`src/rtl/lsu_pkg.sv`:
```
// Shared constants and types for the load/store unit: funct3 width codes,
// FSM state encoding and store byte-lane masks.
package lsu_pkg;

  localparam logic [2:0] F3_B  = 3'b000;
  localparam logic [2:0] F3_H  = 3'b001;
  localparam logic [2:0] F3_W  = 3'b010;
  localparam logic [2:0] F3_BU = 3'b100;
  localparam logic [2:0] F3_HU = 3'b101;

  localparam logic [3:0] MASK_B = 4'b0001;
  localparam logic [3:0] MASK_H = 4'b0011;
  localparam logic [3:0] MASK_W = 4'b1111;

  typedef enum logic {
    IDLE      = 1'b0,
    READ_WAIT = 1'b1
  } lsu_state_e;

  function automatic logic f3_legal_load(input logic [2:0] f3);
    return (f3 == F3_B) || (f3 == F3_H) || (f3 == F3_W) ||
           (f3 == F3_BU) || (f3 == F3_HU);
  endfunction

  function automatic logic f3_legal_store(input logic [2:0] f3);
    return (f3 == F3_B) || (f3 == F3_H) || (f3 == F3_W);
  endfunction

endpackage

```
`src/rtl/load_store_unit_if.sv`:
```
// Word-addressed data-memory bus: the LSU is master, the memory is slave.
// mem_data_out is valid the cycle after a read request.
interface load_store_unit_if #(
  parameter int MEM_AW = 8
);
  logic              mem_request;
  logic              mem_we_re;
  logic [MEM_AW-1:0] mem_address;
  logic [31:0]       mem_data_in;
  logic [3:0]        mem_mask;
  logic [31:0]       mem_data_out;

  modport master (
    output mem_request, mem_we_re, mem_address, mem_data_in, mem_mask,
    input  mem_data_out
  );

  modport slave (
    input  mem_request, mem_we_re, mem_address, mem_data_in, mem_mask,
    output mem_data_out
  );
endinterface

```
`src/rtl/load_align.sv`:
```
// Extracts the addressed byte/halfword from a memory word and sign- or
// zero-extends it according to funct3. Purely combinational.
module load_align
  import lsu_pkg::*;
(
  input  logic [31:0] word_i,
  input  logic [1:0]  off_i,
  input  logic [2:0]  funct3_i,
  output logic [31:0] data_o
);

  logic [31:0] shifted;

  always_comb begin
    shifted = word_i >> {off_i, 3'b000};
    case (funct3_i)
      F3_B:    data_o = {{24{shifted[7]}}, shifted[7:0]};
      F3_H:    data_o = {{16{shifted[15]}}, shifted[15:0]};
      F3_BU:   data_o = {24'h0, shifted[7:0]};
      F3_HU:   data_o = {16'h0, shifted[15:0]};
      default: data_o = word_i;
    endcase
  end

endmodule

```
`src/rtl/load_store_unit.sv`:
```
// MEM-stage load/store unit: turns byte-addressed RV32I accesses into masked
// word requests, waits one cycle for read data and returns aligned loads.
module load_store_unit
  import lsu_pkg::*;
#(
  parameter int MEM_AW = 8
) (
  input  logic               clk,
  input  logic               rst,
  input  logic               req_valid_i,
  output logic               req_ready_o,
  input  logic               is_load_i,
  input  logic               is_store_i,
  input  logic [2:0]         funct3_i,
  input  logic [31:0]        addr_i,
  input  logic [31:0]        store_data_i,
  input  logic [4:0]         rd_in_i,
  output logic               load_valid_o,
  output logic [31:0]        load_data_o,
  output logic [4:0]         load_rd_o,
  output logic               misalign_err_o,
  load_store_unit_if.master  mem
);

  lsu_state_e  state_q;
  logic [2:0]  f3_q;
  logic [1:0]  off_q;
  logic [4:0]  rd_q;
  logic        load_valid_q;
  logic [31:0] load_data_q;
  logic [4:0]  load_rd_q;
  logic        misalign_q;

  logic [1:0]  off;
  logic        access;
  logic        err;
  logic        issue;
  logic        is_half;
  logic        is_word;
  logic        f3_legal;
  logic [3:0]  st_mask;
  logic [31:0] st_data;
  logic [31:0] aligned;

  // Upper address bits alias onto the same word; they are intentionally dropped.
  logic unused_addr_hi;
  assign unused_addr_hi = ^addr_i[31:MEM_AW+2];

  assign off         = addr_i[1:0];
  assign req_ready_o = (state_q == IDLE);
  assign access      = req_ready_o && req_valid_i && (is_load_i || is_store_i);

  always_comb begin
    is_half  = (funct3_i == F3_H) || (funct3_i == F3_HU);
    is_word  = (funct3_i == F3_W);
    f3_legal = is_load_i ? f3_legal_load(funct3_i) : f3_legal_store(funct3_i);
    err      = (is_load_i && is_store_i) || !f3_legal ||
               (is_half && addr_i[0]) || (is_word && (off != 2'b00));
  end

  assign issue = access && !err;

  always_comb begin
    st_mask = MASK_W;
    st_data = store_data_i;
    case (funct3_i)
      F3_B: begin
        st_mask = MASK_B << off;
        st_data = {4{store_data_i[7:0]}};
      end
      F3_H: begin
        st_mask = MASK_H << off;
        st_data = {2{store_data_i[15:0]}};
      end
      default: begin
        st_mask = MASK_W;
        st_data = store_data_i;
      end
    endcase
  end

  // Reset overrides the request so nothing reaches memory while rst is high.
  always_comb begin
    mem.mem_request = issue && !rst;
    mem.mem_we_re   = is_store_i;
    mem.mem_address = addr_i[MEM_AW+1:2];
    mem.mem_data_in = is_store_i ? st_data : 32'h0;
    mem.mem_mask    = is_store_i ? st_mask : MASK_W;
  end

  load_align u_align (
    .word_i   (mem.mem_data_out),
    .off_i    (off_q),
    .funct3_i (f3_q),
    .data_o   (aligned)
  );

  always_ff @(posedge clk) begin
    if (rst) begin
      state_q      <= IDLE;
      f3_q         <= 3'b000;
      off_q        <= 2'b00;
      rd_q         <= 5'd0;
      load_valid_q <= 1'b0;
      load_data_q  <= 32'h0;
      load_rd_q    <= 5'd0;
      misalign_q   <= 1'b0;
    end else begin
      load_valid_q <= 1'b0;
      misalign_q   <= access && err;
      case (state_q)
        IDLE: begin
          // Stores finish at the accepting edge; only loads leave IDLE.
          if (issue && is_load_i) begin
            f3_q    <= funct3_i;
            off_q   <= off;
            rd_q    <= rd_in_i;
            state_q <= READ_WAIT;
          end
        end
        READ_WAIT: begin
          load_data_q  <= aligned;
          load_rd_q    <= rd_q;
          load_valid_q <= 1'b1;
          state_q      <= IDLE;
        end
        default: state_q <= IDLE;
      endcase
    end
  end

  assign load_valid_o   = load_valid_q;
  assign load_data_o    = load_data_q;
  assign load_rd_o      = load_rd_q;
  assign misalign_err_o = misalign_q;

endmodule

```
`src/flat_wrapper.sv`:
```
// flat-port wrapper written by rule: the top's interface ports become plain ports
module load_store_unit_flat import lsu_pkg::*;
#(
  parameter int MEM_AW = 8
)
  (clk, rst, req_valid_i, req_ready_o, is_load_i, is_store_i, funct3_i, addr_i, store_data_i, rd_in_i, load_valid_o, load_data_o, load_rd_o, misalign_err_o, mem_mem_request, mem_mem_we_re, mem_mem_address, mem_mem_data_in, mem_mem_mask, mem_mem_data_out);
  load_store_unit_if #(.MEM_AW(MEM_AW)) mem_i ();
  input  logic clk;
  input  logic rst;
  input  logic req_valid_i;
  output logic req_ready_o;
  input  logic is_load_i;
  input  logic is_store_i;
  input  logic [2:0] funct3_i;
  input  logic [31:0] addr_i;
  input  logic [31:0] store_data_i;
  input  logic [4:0] rd_in_i;
  output logic load_valid_o;
  output logic [31:0] load_data_o;
  output logic [4:0] load_rd_o;
  output logic misalign_err_o;
  output wire logic [$bits(mem_i.mem_request)-1:0] mem_mem_request;
  output wire logic [$bits(mem_i.mem_we_re)-1:0] mem_mem_we_re;
  output wire logic [$bits(mem_i.mem_address)-1:0] mem_mem_address;
  output wire logic [$bits(mem_i.mem_data_in)-1:0] mem_mem_data_in;
  output wire logic [$bits(mem_i.mem_mask)-1:0] mem_mem_mask;
  input wire logic [$bits(mem_i.mem_data_out)-1:0] mem_mem_data_out;
  assign mem_mem_request = mem_i.mem_request;
  assign mem_mem_we_re = mem_i.mem_we_re;
  assign mem_mem_address = mem_i.mem_address;
  assign mem_mem_data_in = mem_i.mem_data_in;
  assign mem_mem_mask = mem_i.mem_mask;
  assign mem_i.mem_data_out = mem_mem_data_out;
  load_store_unit #(.MEM_AW(MEM_AW)) u_core (.clk(clk), .rst(rst), .req_valid_i(req_valid_i), .req_ready_o(req_ready_o), .is_load_i(is_load_i), .is_store_i(is_store_i), .funct3_i(funct3_i), .addr_i(addr_i), .store_data_i(store_data_i), .rd_in_i(rd_in_i), .load_valid_o(load_valid_o), .load_data_o(load_data_o), .load_rd_o(load_rd_o), .misalign_err_o(misalign_err_o), .mem(mem_i));
endmodule
```
`config.mk`:
```
export PLATFORM = sky130hd
export DESIGN_NAME = load_store_unit_flat
export DESIGN_NICKNAME = d
export VERILOG_FILES = /design/src/rtl/lsu_pkg.sv /design/src/rtl/load_store_unit_if.sv /design/src/rtl/load_align.sv /design/src/rtl/load_store_unit.sv /design/src/flat_wrapper.sv
export SDC_FILE = /design/constraint.sdc
export NUM_CORES = 1
export LEC_CHECK = 0
export BUFFER_PORTS_ARGS = -buffer_cell sky130_fd_sc_hd__buf_2
export CAP_MARGIN = 30
export CORE_MARGIN = 4
export CORE_UTILIZATION = 45
export DETAILED_ROUTE_END_ITERATION = 12
export PLACE_DENSITY = 0.93
export SYNTH_ARGS = -nofsm -noshare
export SYNTH_HDL_FRONTEND = slang
export SYNTH_SLANG_ARGS = --single-unit
export TNS_END_PERCENT = 50
```
`constraint.sdc`:
```
create_clock -name clk -period 4.4 [get_ports clk]
set_input_delay 0.22 -clock clk [delete_from_list [all_inputs] [get_ports clk]]
set_output_delay 0.22 -clock clk [all_outputs]
set_load 0.1 [all_outputs]
```
==> results of run 1 <==
-- synth_stat cells, drive strengths merged, types with 8 or more instances --
cell,count
a21boi,16
a21oi,9
a22oi,16
and2,15
buf,17
clkbuf,23
dfxtp,50
mux2i,25
nand2,53
nand2b,19
nor2,48
nor2b,9
o211a,8
o21ai,20
o22a,8
o22ai,23
-- cells by family (layout without fill, tap and decap cells) --
logic type,count (synthesis),in the layout,share of synthesized area (%)
AND/OR/NAND/NOR,159,159,24.8
AO/OA/AOI/OAI,120,120,27.8
flip-flops,50,50,32.4
buffers and inverters,43,169,6.84
multiplexers,25,25,8.22
-- final cells by class --
cell class / instances / area [um^2] / share of cell area (%)
inverters: 3 / 11.3 / 0.291
flip-flops and latches: 50 / 1000 / 25.8
clock buffers: 5 / 68.8 / 1.78
multi-input cells: 304 / 1880 / 48.5
repair buffers: 158 / 796 / 20.5
well taps: 77 / 96.3 / 2.49
clock inverters: 3 / 23.8 / 0.613
-- layer usage --
metal	share of wire (%)	track usage [%]
met1	39	27.3
met2	49	38.2
met3	9.8	4.92
met4	2.3	8.17
met5	0	0
-- registers in the layout (all words and copies together), names as in the netlist --
name and flops:
u_core.misalign_err_o 1, u_core.off_q 2, u_core.rd_q 5, u_core.f3_q 3, u_core.state_q 1, u_core.load_valid_o 1, u_core.load_data_o 32, u_core.load_rd_o 5
-- critical path: stages (launching register included) --
cell	delay, ns
dfxtp_1	0.82
mux2i_2	0.40
o21ai_2	0.14
o31ai_4	0.65
o22ai_1	0.20
-- metrics by stage --
step | setup WS (ns) | instances
final | 2.04 | 600
after floorplan | 0.993 | 397
after global placement | 2.16 | 592
after CTS | 2.05 | 600
after global routing | 1.89 | 600
after detailed placement | 2.07 | 592
-- path summary, 6_finish.rpt --
path	start	end	cells past startpoint
hold reg to reg	u_core.load_data_o[2]	u_core.load_data_o[2]	2
setup / recovery	u_core.off_q[1]	u_core.load_data_o[31]	4
setup reg to reg	u_core.off_q[1]	u_core.load_data_o[31]	4
hold / removal	rd_in_i[0]	u_core.rd_q[0]	2
-- power groups by stage --
stage	combinational (W)	sequential [W]	clock, W
floorplan	0.000291	0.000534	0
global placement	0.000391	0.000484	0
detailed placement	0.000397	0.000484	0
CTS	0.000398	0.000474	0.000279
global route	0.000419	0.000476	0.000298
finish	0.000398	0.000474	0.000273
==> flow_metrics.tcl, run 1 <==
set metrics [dict create \
    final_util_pct 59.7 \
    period_needed_ns 2.36 \
    core_region_area_um2 6490 \
    tightestPinTransition_ns 0.920 \
    path_max_fanout 16 \
    wire_per_inst_um 16.2 \
    final_nets 631 \
    drc 0 \
    num_rows 29 \
    drive_gt1_share_pct 33.7 \
    yosys_register_bits 50 \
    leakage_nw 1.75 \
    cts_resized 0 \
    globalRouteOverflowTotal 0 \
    antenna_cells 0 \
    clock.fmax_mhz 423 \
    fin_area_um2 3880 \
    cts_buffers 5 \
    synth.net_count 506 \
    synth-async-reset-ratio_pct 0 \
    holdWs_ns 0.144 \
    synthCells 397 \
    clock_path_buffers 2 \
    p_sw_share_pct 41.8 \
    synth_edf_count 0 \
    layout_common_cells "buf_2, nand2_1, dfxtp_1" \
    fp.dieH_um 90.9 \
    synth_area_leaders "dfxtp_1, mux2i_1, nand2_1, nor2_1, o22ai_1" \
    finalCritPeriodShare_pct 53.7 \
    drtAntennaViolNets 0 \
    postCtsHoldBufs 0 \
    area_delta_synth_final_pct 25.4 \
    worstPathRequired_ns 4.54 \
    finalHoldViolCount 0 \
    io_buffers 156 \
    antenna_found_initial 0 \
    clk_pin_slew_ns 0.09 \
    placed_area_um2 3780 \
    switchingPower_w 0.000478 \
    max-vdd-ir-drop_uv 181 \
    synthFlopType "dfxtp_1" \
    grt_max_degree 54 \
    skew_ns 0.0127 \
    yosys_warnings 0 \
    drt-total-wl_um 9710 \
    die_w_um 90.9 \
    place_congestion 0.875 \
    cts_tree "built" \
    cts_setup_buffers 0 \
    die_area_um2 8260 \
    relSlewSlack_pct 38.7 \
    place_hpwl_um 7230 \
    via_per_inst 5.78 \
    run_status "finished clean" \
    ys_seq_area_share_pct 32.4 \
    cap_viol_max_count 0 \
    internal-power_w 0.000667 \
    routed-via-count 3468 \
    power_frac_comb_pct 34.8 \
    min_path_type "input pin to register" \
    pin_count 195 \
    firstDrtPassIters 5 \
    finalPower_w 0.00115 \
    grt.total_usage_pct 22.3 \
    netlist_area_um2 3090 \
    yosys.area.top_type_share_pct 32.4 \
    drv_slew 0 \
    cp.arrival_ns 2.50 \
    grt_pass1_wl_um 15400 \
    setup_tns_ns 0 \
    clkLatencyLatePin_ns 0.31 \
    clock_sinks 50 \
    syn_avg_cell_area_um2 7.79 \
    rsz0062_at_grt "false" \
    worstSetupEndpointType "register" \
    cts_root_buf "clkbuf_8" \
    final_common_cell "buf_2" \
    power_density_nw_per_um2 296 \
    worstSetupStartpointType "register" \
    seq_power_share_pct 41.4 \
    clock_power_share_pct 23.8 \
    setup_violations 0 \
    reg2reg_slack_ns 2.04 \
    worst-setup-path-type "register to register" \
    start_util_pct 47.6 \
    first_iter_violations 218 \
    fillers 581 \
    htree_levels 2 \
    synth_top_area_cell "dfxtp_1" \
    grt_pass1_vias 3251 \
    synth.distinct_cells 43 \
]
(Power assumes the default switching activity.)
==> run 2, diff against run 1 <==
- CORE_UTILIZATION: 45 -> 39
- PLACE_DENSITY: 0.93 -> 0.86
- clock period: 4.4 -> 1.93 ns (I/O delays scaled with it)
==> run 2 against run 1 <==
Compared with the run above: fmax grew 34%; die area grew 14%; cell count is 6.2% higher; largest power group unchanged; global-route usage is 0.89 points lower.
==> flow_metrics.tcl, run 2 (synthesis results as in run 1) <==
set metrics [dict create \
    run_status "finished clean" \
    drc 0 \
    hold_depth 2 \
    place_congestion 0.935 \
    worstSetupEndpointType "register" \
    hold_end "u_core.rd_q[1]" \
    finalCritPeriodShare_pct 91.4 \
    cts_root_buf "clkbuf_8" \
    cap_viol_max_count 0 \
    area_delta_synth_final_pct 43.6 \
    relSlewSlack_pct 63.9 \
    pin_count 195 \
    antenna_found_initial 0 \
    drv_slew 0 \
    cts_buffers 5 \
    period_needed_ns 1.76 \
    clock_sinks 50 \
    core_region_area_um2 7730 \
    layout_common_cells "buf_2, nand2_1, dfxtp_1" \
    die_area_um2 9420 \
    worst-setup-path-type "register to register" \
    clkLatencyLatePin_ns 0.31 \
    reg2reg_slack_ns 0.17 \
    cts_setup_buffers 0 \
    grt_pass1_vias 3345 \
    drive_gt1_share_pct 36.8 \
    setup_violations 0 \
    regToRegStartpoint "u_core.off_q[1]" \
    rsz0062_at_grt "false" \
    cp.arrival_ns 1.93 \
    worstSetupStartpointType "register" \
    grt_pass1_wl_um 16800 \
    cts_tree "built" \
    route.met3.wl_um 872 \
    grt_max_degree 38 \
    top_layer_used "met4" \
    fp.dieH_um 97.0 \
    holdWs_ns 0.0250 \
    wl_met1_um 4000 \
    die_w_um 97.0 \
    firstDrtPassIters 5 \
    clock_path_buffers 2 \
    leakage_nw 1.93 \
    routed-via-count 3522 \
    finalHoldViolCount 0 \
    tightestPinTransition_ns 0.539 \
    power_density_nw_per_um2 658 \
    postCtsHoldBufs 0 \
    globalRouteOverflowTotal 0 \
    grt.total_usage_pct 21.4 \
    wl_met2_um 5460 \
    drtAntennaViolNets 0 \
    start_util_pct 40.0 \
    worstPathRequired_ns 2.10 \
    rr_worst_depth 4 \
    path_max_fanout 7 \
    fillers 687 \
    antenna_cells 0 \
    r2r_end "u_core.load_data_o[10]" \
    max-vdd-ir-drop_uv 358 \
    io_buffers 156 \
    via_per_inst 5.53 \
    final_common_cell "buf_2" \
    skew_ns 0.00990 \
    worstHoldStart "rd_in_i[1]" \
    largest_reg_flops 32 \
    clk_pin_slew_ns 0.10 \
    drt-total-wl_um 10600 \
    cts_resized 0 \
    clock.fmax_mhz 567 \
    first_iter_violations 240 \
    place_hpwl_um 8230 \
    htree_levels 2 \
    final_util_pct 57.4 \
    min_path_type "input pin to register" \
    final_nets 643 \
    num_rows 32 \
    wire_per_inst_um 16.7 \
]
==> run 2: through the flow <==
| step | total power [W] | std cells | instance area, um^2 | setup WS, ns | setup TNS (ns) |
|---|---|---|---|---|---|
| 2_1_floorplan | 0.00190 | 397 | 3130 | -0.338 | -3.02 |
| 3_3_place_gp | 0.00215 | 629 | 4320 | 0.323 | 0 |
| 3_5_place_dp | 0.00217 | 629 | 4320 | 0.243 | 0 |
| 4_1_cts | 0.00294 | 637 | 4440 | 0.162 | 0 |
| 5_1_grt | 0.00303 | 637 | 4440 | 0.124 | 0 |
| 6_report | 0.00292 | 637 | 4440 | 0.166 | 0 |
==> run 2: how the worst max path moves through the flow <==
stage / slack, ns / to / startpoint / depth (start not counted)
2_1_floorplan: -0.34 / mem_mem_data_in[16] / funct3_i[1] / 5
3_3_place_gp: 0.32 / u_core.load_data_o[9] / u_core.off_q[1] / 4
3_5_place_dp: 0.24 / u_core.load_data_o[11] / u_core.off_q[1] / 4
4_1_cts: 0.16 / mem_mem_request / u_core.state_q / 4
5_1_grt: 0.12 / u_core.load_data_o[10] / u_core.off_q[1] / 4
6_report: 0.17 / u_core.load_data_o[10] / u_core.off_q[1] / 4
==> run 2: routing by layer <==
metal	global-route usage [%]	up-vias
met5	0	-
met4	7.67	0
met3	6.06	22
met2	37.2	169
met1	25.0	1653
li1	-	1678
==> run 2: power by group <==
group / internal, W / switching [W] / leakage, nW
logic: 0.000329 / 0.000744 / 1.47
registers: 0.00106 / 0.0000224 / 0.404
clock network: 0.000395 / 0.000373 / 0.0563
total: 0.00178 / 0.00114 / 1.93
==> run 2: cell type report <==
cell class | count | area [um^2] | share of cell area, %
Tap cell | 102 | 128 | 2.87
Clock inverter | 3 | 48.8 | 1.10
Inverter | 3 | 11.3 | 0.254
Multi-Input combinational cell | 304 | 1920 | 43.3
Sequential cell | 50 | 1000 | 22.5
Timing Repair Buffer | 170 | 1260 | 28.4
Clock buffer | 5 | 68.8 | 1.55
==> run 2: critical path: stages, from the launching register on <==
cell and delay, ns:
dfxtp_1 0.49, mux2i_2 0.36, o31ai_1 0.15, nor3_2 0.47, a211oi_1 0.16
==> run 3, diff against run 2 <==
- CORE_UTILIZATION: 39 -> 40
- PLACE_DENSITY: 0.86 -> 0.87
- SYNTH_HIERARCHICAL: not set -> 1
==> run 3 against run 2 <==
Compared with the run above: sequential share of layout area down 0.92 points; clock skew up 0.0017 ns; cell count down 0.31%; highest routed layer unchanged.
==> flow_metrics.tcl, run 3 <==
set metrics [dict create \
    run_status "finished clean" \
    synthFlopType "dfxtp_1" \
    antenna_found_initial 0 \
    cts_root_buf "clkbuf_8" \
    die_w_um 98.3 \
    synth-async-reset-ratio_pct 0 \
    fin_area_um2 4630 \
    min_path_type "input pin to register" \
    worst-setup-path-type "register to register" \
    internal-power_w 0.00168 \
    drive_gt1_share_pct 40.0 \
    placed_area_um2 4510 \
    final_nets 641 \
    rr_worst_depth 6 \
    netlist_area_um2 3260 \
    finalCritPeriodShare_pct 93.4 \
    first_iter_violations 203 \
    start_util_pct 41.7 \
    core_region_area_um2 7810 \
    area_delta_synth_final_pct 42.2 \
    relSlewSlack_pct 61.9 \
    hold_end "u_core/rd_q[4]" \
    yosys_register_bits 50 \
    power_density_nw_per_um2 590 \
    final_util_pct 59.4 \
    synthCells 389 \
    setup_violations 0 \
    final_common_cell "buf_2" \
    max-vdd-ir-drop_uv 336 \
    fp.dieH_um 98.3 \
    wire_per_inst_um 16.5 \
    firstDrtPassIters 5 \
    worstSetupStartpointType "register" \
    yosys_warnings 6 \
    clk_pin_slew_ns 0.09 \
    finalHoldViolCount 0 \
    yosys.area.top_type_share_pct 30.7 \
    rsz0062_at_grt "false" \
    regToRegStartpoint "u_core/off_q[1]" \
    place_congestion 0.850 \
    drt-total-wl_um 10500 \
    drc 0 \
    syn_avg_cell_area_um2 8.38 \
    clock_path_buffers 2 \
    largest_reg_flops 32 \
    io_buffers 156 \
    r2r_end "u_core/load_data_o[22]" \
    leakage_nw 2.00 \
    cp.arrival_ns 1.98 \
    worstPathRequired_ns 2.11 \
    grt_max_degree 59 \
    ys_top_cells_by_count "mux2i_1, nand2_1, dfxtp_1" \
    setup_tns_ns 0 \
    drtAntennaViolNets 0 \
    grt_pass1_vias 3482 \
    power_frac_comb_pct 37.8 \
    tightestPinTransition_ns 0.571 \
    period_needed_ns 1.80 \
    synth_edf_count 0 \
    reg2reg_slack_ns 0.13 \
    num_rows 32 \
    hold_depth 3 \
    clock.fmax_mhz 555 \
    path_max_fanout 11 \
    synthMostInstantiatedCell "mux2i_1" \
    cts_buffers 5 \
    finalPower_w 0.00273 \
    grt.total_usage_pct 20.9 \
    place_hpwl_um 8370 \
    p_sw_share_pct 38.5 \
    pin_count 195 \
    die_area_um2 9660 \
    switchingPower_w 0.00105 \
    antenna_cells 0 \
    synth.distinct_cells 49 \
    cap_viol_max_count 0 \
    clock_sinks 50 \
    worstHoldStart "rd_in_i[4]" \
    layout_common_cells "buf_2, mux2i_1, nand2_1" \
    routed-via-count 3440 \
    grt_pass1_wl_um 16700 \
    drv_slew 0 \
    ys_seq_area_share_pct 30.7 \
    synth_area_leaders "dfxtp_1, mux2i_1, nand2_1, nor2_1, nand2b_1" \
    clkLatencyLatePin_ns 0.30 \
    htree_levels 2 \
    skew_ns 0.0116 \
    synth_top_area_cell "dfxtp_1" \
    worstSetupEndpointType "register" \
    seq_power_share_pct 38.6 \
    via_per_inst 5.42 \
    cts_tree "built" \
    synth.net_count 498 \
    clock_power_share_pct 23.6 \
    globalRouteOverflowTotal 0 \
]
==> run 3: metrics by stage <==
step / setup slack [ns] / hold WS [ns] / instances
after global routing: 0.0444 / 0.0484 / 635
final: 0.128 / 0.0506 / 635
after global placement: 0.181 / 0.194 / 625
after detailed placement: 0.0940 / 0.194 / 625
after CTS: 0.0810 / 0.0406 / 633
after floorplan: -0.486 / 0.251 / 389
==> run 3: kinds of logic (layout without fill, tap and decap cells) <==
| logic type | after synthesis | in the layout | synth area share [%] |
|---|---|---|---|
| AND/OR/NAND/NOR | 146 | 146 | 20.8 |
| buffers and inverters | 44 | 188 | 6.72 |
| flip-flops | 50 | 50 | 30.7 |
| AO/OA/AOI/OAI | 74 | 74 | 18.0 |
| multiplexers | 75 | 75 | 23.7 |
==> run 3: per-layer routing <==
layer	global-route usage, %	vias up	share of wire, %
met4	4.83	0	1.4
li1	-	1624	-
met5	0	-	0
met2	38.4	164	52
met1	24.3	1632	38
met3	5.14	20	9.0
==> run 3: critical path: stages, from the launching register on <==
cell	delay, ns
dfxtp_1	0.40
mux2_2	0.39
a221oi_4	0.34
buf_4	0.23
o21ai_0	0.11
mux2i_1	0.17
nor2_1	0.06
==> run 3: layout make-up <==
cell class / instances / area (um^2)
repair buffers: 174 / 1300
clock buffers: 6 / 82.6
inverters: 6 / 22.5
flip-flops and latches: 50 / 1000
clock inverters: 2 / 16.3
well taps: 102 / 128
fillers: 659 / 3170
multi-input cells: 295 / 2080
==> run 3: worst max-delay path by stage <==
stage	to	depth (start not counted)	startpoint	slack, ns
6_report	u_core/load_data_o[22]	6	u_core/off_q[1]	0.13
5_1_grt	u_core/load_data_o[26]	6	u_core/off_q[1]	0.04
4_1_cts	u_core/load_data_o[30]	5	u_core/off_q[0]	0.08
3_5_place_dp	u_core/load_data_o[30]	5	u_core/off_q[0]	0.09
3_3_place_gp	u_core/load_data_o[29]	5	u_core/off_q[0]	0.18
2_1_floorplan	mem_mem_data_in[11]	4	funct3_i[0]	-0.49
==> run 3: what timing repair did <==
| action | in CTS | in global routing |
|---|---|---|
| hold buffers | 0 | 0 |
| endpoints found under the setup margin | 0 | 8 |
| hold endpoints to repair | 0 | 0 |
| gates resized for setup | 0 | 1 |
| setup buffers | 0 | 2 |
==> run 3: power groups by stage <==
stage	sequential (W)	combinational [W]	clock (W)
final	0.00105	0.00103	0.000645
after CTS	0.00106	0.00102	0.000667
after floorplan	0.00115	0.000685	0
after detailed placement	0.00108	0.00102	0
after global routing	0.00106	0.00108	0.000718
after global placement	0.00108	0.00100	0
